`src/rtl/qam16_pkg.sv`:
```
// rtl/qam16_pkg.sv - 16-QAM level constants, Gray decode helper and symbol type.
package qam16_pkg;

   typedef logic [3:0] sym_t;

   localparam logic signed [2:0] L_M3 = -3'sd3;
   localparam logic signed [2:0] L_M1 = -3'sd1;
   localparam logic signed [2:0] L_P1 = 3'sd1;
   localparam logic signed [2:0] L_P3 = 3'sd3;

   // Gray order keeps adjacent amplitude levels one bit apart.
   function automatic logic signed [2:0] bits2level(input logic [1:0] bits);
      logic signed [2:0] lvl;
      case (bits)
         2'b00:   lvl = L_M3;
         2'b01:   lvl = L_M1;
         2'b11:   lvl = L_P1;
         default: lvl = L_P3;
      endcase
      return lvl;
   endfunction

endpackage

```
`src/rtl/qam16_symmap.sv`:
```
// rtl/qam16_symmap.sv - combinational Gray 2-bit to signed level mapper (one axis).
module qam16_symmap
   import qam16_pkg::*;
#(
   parameter int SAMP_W = 4
) (
   input  logic        [1:0]        i_bits,
   output logic signed [SAMP_W-1:0] o_level
);

   // Signed size cast sign-extends the 3-bit level to the sample width.
   assign o_level = SAMP_W'(bits2level(i_bits));

endmodule

```
`src/rtl/qam16_upsampler.sv`:
```
// rtl/qam16_upsampler.sv - LFSR 16-QAM symbol source with zero-stuffing upsampler.
// Define QAM_HOLD_EN to replace zero-stuffing with a zero-order hold.
module qam16_upsampler
   import qam16_pkg::*;
#(
   parameter int         UP_FACTOR = 4,
   parameter int         CNT_W     = 4,
   parameter int         SAMP_W    = 4,
   parameter logic [3:0] LFSR_SEED = 4'b0001
) (
   input  logic                     clk,
   input  logic                     reset,
   output logic        [3:0]        sym_q,
   output logic        [CNT_W-1:0]  cnt,
   output logic signed [SAMP_W-1:0] i_sym,
   output logic signed [SAMP_W-1:0] q_sym,
   output logic signed [SAMP_W-1:0] i_up,
   output logic signed [SAMP_W-1:0] q_up,
   output logic                     sym_stb
);

   localparam logic [CNT_W-1:0] CNT_LAST = CNT_W'(UP_FACTOR - 1);

   sym_t                     r_sym;
   logic        [CNT_W-1:0]  r_cnt;
   logic signed [SAMP_W-1:0] r_i_up;
   logic signed [SAMP_W-1:0] r_q_up;
   logic                     r_stb;
   logic signed [SAMP_W-1:0] w_i_sym;
   logic signed [SAMP_W-1:0] w_q_sym;
   logic                     w_phase0;
   logic                     w_last;

   assign w_phase0 = (r_cnt == '0);
   assign w_last   = (r_cnt == CNT_LAST);

   qam16_symmap #(.SAMP_W(SAMP_W)) u_map_i (.i_bits(r_sym[3:2]), .o_level(w_i_sym));
   qam16_symmap #(.SAMP_W(SAMP_W)) u_map_q (.i_bits(r_sym[1:0]), .o_level(w_q_sym));

   always_ff @(posedge clk or negedge reset) begin
      if (!reset) begin
         r_cnt <= '0;
         r_sym <= LFSR_SEED;
      end else begin
         r_cnt <= w_last ? '0 : r_cnt + 1'b1;
         // x^4+x^3+1, stepped once per symbol period
         if (w_last) begin
            r_sym <= {r_sym[2:0], r_sym[3] ^ r_sym[2]};
         end
      end
   end

   always_ff @(posedge clk or negedge reset) begin
      if (!reset) begin
         r_i_up <= '0;
         r_q_up <= '0;
         r_stb  <= 1'b0;
      end else begin
         r_stb <= w_phase0;
`ifdef QAM_HOLD_EN
         if (w_phase0) begin
            r_i_up <= w_i_sym;
            r_q_up <= w_q_sym;
         end
`else
         r_i_up <= w_phase0 ? w_i_sym : '0;
         r_q_up <= w_phase0 ? w_q_sym : '0;
`endif
      end
   end

   assign sym_q   = r_sym;
   assign cnt     = r_cnt;
   assign i_sym   = w_i_sym;
   assign q_sym   = w_q_sym;
   assign i_up    = r_i_up;
   assign q_up    = r_q_up;
   assign sym_stb = r_stb;

endmodule

```
`config.mk`:
```
export PLATFORM = sky130hd
export DESIGN_NAME = qam16_upsampler
export DESIGN_NICKNAME = d
export VERILOG_FILES = /design/src/rtl/qam16_pkg.sv /design/src/rtl/qam16_symmap.sv /design/src/rtl/qam16_upsampler.sv
export SDC_FILE = /design/constraint.sdc
export NUM_CORES = 1
export LEC_CHECK = 0
export CAP_MARGIN = 20
export CORE_MARGIN = 2
export CORE_UTILIZATION = 44
export DETAILED_ROUTE_END_ITERATION = 8
export GPL_TIMING_DRIVEN = 0
export MAX_ROUTING_LAYER = met4
export PLACE_DENSITY = 0.88
export SKIP_LAST_GASP = 1
export SYNTH_ARGS = -nofsm -noshare
export SYNTH_HDL_FRONTEND = slang
export SYNTH_SLANG_ARGS = --single-unit
```
`constraint.sdc`:
```
create_clock -name clk -period 4.15 [get_ports clk]
set_input_delay 1.245 -clock clk [delete_from_list [all_inputs] [get_ports clk]]
set_output_delay 1.245 -clock clk [all_outputs]
set_load 0.05 [all_outputs]
```
==> summary.md <==
| Metric | Value |
|---|---|
| Worst reg2reg path endpoint | `sym_q[0]` |
| Final cell count without fillers | `101` |
| Worst r2r path cells | `3` |
| Final #Nets | `96` |
| GRT overflow | `0` |
| Number of synthesized flops with an enable pin | `0` |
| Placed cells | `97` |
| Drt drc | `0` |
| Max-slew violations | `0` |
| Largest net degree at the start of global routing | `14` |
| Synth top area share | `0.4478` |
| HPWL Detailed | `897.2 µm` |
| Clock root cell | `clkbuf_4` |
| Main synth FF type | `dfrtp_1` |
| Crit path max fanout | `4` |
| Crit Reg-Reg Startpoint | `cnt[0]` |
| Area used by multi-input combinational logic | `261.5 µm²` |
| Cts bufs inserted | `3` |
| Share of cells above drive strength 1 | `0.2118` |
| Layout Utilization | `0.6531` |
| CTS resizes | `0` |
| Post-Syn Area | `670.6 µm²` |
| Fillcell total | `131` |
| GP Congestion | `0.7661` |
| Avg Inst Size Synth | `11.98 µm²` |
| Initial Util | `0.4558` |
| Worst Tran Pin Value | `0.5619 ns` |
| Lkg Pwr | `0.4300 nW` |
| Endpoints failing hold | `0` |
| Synth cell count leaders | `dfrtp_1 (12), buf_4 (8), ha_1 (8)` |
| Post-synthesis cell count | `56` |
| ANT cells | `0` |
| Status | `finished clean` |
| CTS tree | `built` |
| Clock transition at the registers of the reported paths | `0.08 ns` |
| CTS Hold Bufs | `0` |
| Max cap viols | `0` |
| Core Area | `1471 µm²` |
| CP Capture Point | `q_sym[3]` |
| H-tree Lvls | `1` |
| Total wire length | `1179 µm` |
| Type of origin of the critical path | `flop` |
| Final period util | `0.8327` |
| Peak VDD IR | `156.1 µV` |
| Power per cell area | `223.8 nW/µm²` |
| Synth Warn # | `0` |
| DRT iter0 DRCs | `2` |
| Storage element area | `326.6 µm²` |
| Synth area leaders | `dfrtp_1 (45%), ha_1 (15%), buf_4 (9.0%)` |
| Post-route ant nets | `0` |
| Stages on worst setup path | `5` |
| Setup tns final | `0 ns` |
| Area growth syn-to-layout | `43.28%` |
| CP Class | `flop to output port` |
| Final hold slack | `0.5312 ns` |
| Flip-flop and latch count after synthesis | `13` |
| Min cycle time layout | `3.456 ns` |
| Total power | `215.0 µW` |
| Arrival time at the worst endpoint | `2.21 ns` |
| Worst setup path start | `sym_q[0]` |
| Unique cell type count in the Yosys netlist | `17` |
| Initial antenna violation count | `0` |
| Vias per inst | `4.505` |
| Critical-path cell list | `inv_1, ha_1, nor2_1, buf_4, clkdlybuf4s50_1` |
| Io pins | `27` |
| Clock Sinks | `13` |
| Slowest-stage cell, CP | `clkdlybuf4s50_1` |
| Max Root-Sink Buffers | `2` |
| Die area | `1852 µm²` |
| CP Buf/Inv Count | `3` |
| Wire per inst | `11.67 µm` |
| Number of global-route vias before repair | `420` |
| Clk_lat worst skew | `0.28 ns` |
| DR pass1 iterations | `3` |
| Unrepaired setup endpoints after global routing | `no` |
| Cell taking the most area after synthesis | `dfrtp_1` |
| Max-slew headroom | `0.6242` |
| PortBufs | `24` |
| # setup viols final | `0` |
| Seq/Total Area, Yosys | `0.4869` |
| Die X | `43.04 µm` |
| Max stage delay on crit path | `0.78 ns` |
| Final Skew | `0.004990 ns` |
| Hold Path Class | `flop to flop` |
| Rows | `14` |
| Top-count cell post-synth | `dfrtp_1` |
| Crit. End Element | `output port` |
| Die Ht | `43.04 µm` |
| Delay-heaviest family, CP | `buffers and inverters` |
| Asr flop ratio synth | `1.000` |
| Vias post-DR | `455` |
| First-pass GRT wire length | `1863 µm` |
| GRT Total Usage | `0.1452` |
| CP Data Required Time | `2.90 ns` |
| Post-CTS setup buffer count | `0` |
| Max Clk Rate | `0.2894 GHz` |
| Worst reg2reg setup slack | `2.73 ns` |
## per-stage QoR
| stage | area (µm²) | setup slack (ns) |
|---|---|---|
| after CTS | 960.9 | 0.6666 |
| after detailed placement | 934.6 | 0.9925 |
| after floorplan | 674.4 | 0.8367 |
| after global routing | 960.9 | 0.6073 |
| after global placement | 934.6 | 1.017 |
| final | 960.9 | 0.6943 |
## flip-flops by register name, summed over array words and instances, names as in the netlist
register and cells:
q_up 2, i_up 3, sym_q 4, cnt 4
## layout make-up
class	instances	area share
inverters	7	0.02734
clock buffers	4	0.02734
flip-flops and latches	13	0.3398
multi-input cells	29	0.2721
plain buffers	8	0.06250
well taps	16	0.02083
repair buffers	24	0.2500
## cell usage in the layout (no fill, tap or decap)
cell type and instances:
clkdlybuf4s50_1 24, nand3_1 1, nor3_2 2, nand2_1 1
nor2_1 5, ha_1 8, nor3b_4 1, or3b_4 1
mux2i_1 4, buf_4 8, mux2_4 1, and2_1 2
inv_1 6, inv_2 1, xnor2_1 1, clkbuf_4 3
dfrtp_1 12, conb_1 2, dfstp_2 1, clkbuf_1 1
## per-layer routing
metal | vias to the layer above | routed length, µm | GRT usage
met2 | 16 | 623 | 0.2424
met4 | 0 | 20 | 0.07273
met5 | - | 0 | -
li1 | 222 | - | -
met3 | 2 | 53 | 0.04255
met1 | 215 | 481 | 0.1562
## cells by family (layout without fill, tap and decap cells)
family	count (synthesis)	after routing	share of synthesized area
xor gates and xnor gates	1	1	0.01306
adders and majority gates	8	8	0.1493
buffers and inverters	15	43	0.1287
DFF	13	13	0.4870
muxes	5	5	0.08209
other	1	2	0.005592
and+or+nand+nor	13	13	0.1343
## power by group
part           leakage [nW]  internal (mW)  switching (mW)
clock network        0.0150         0.0373          0.0425
logic                 0.255        0.00212         0.00646
registers             0.160          0.127               0
## worst min-delay path by stage
stage	depth (start not counted)	startpoint	slack (ns)	end
finish	1	cnt[0]	0.53	cnt[0]
CTS	1	cnt[0]	0.53	cnt[0]
global placement	1	cnt[0]	0.50	cnt[0]
floorplan	2	sym_q[0]	0.68	sym_q[1]
global route	1	cnt[0]	0.58	cnt[0]
detailed placement	1	cnt[0]	0.50	cnt[0]
No activity file was read; power rests on OpenSTA's default activity.
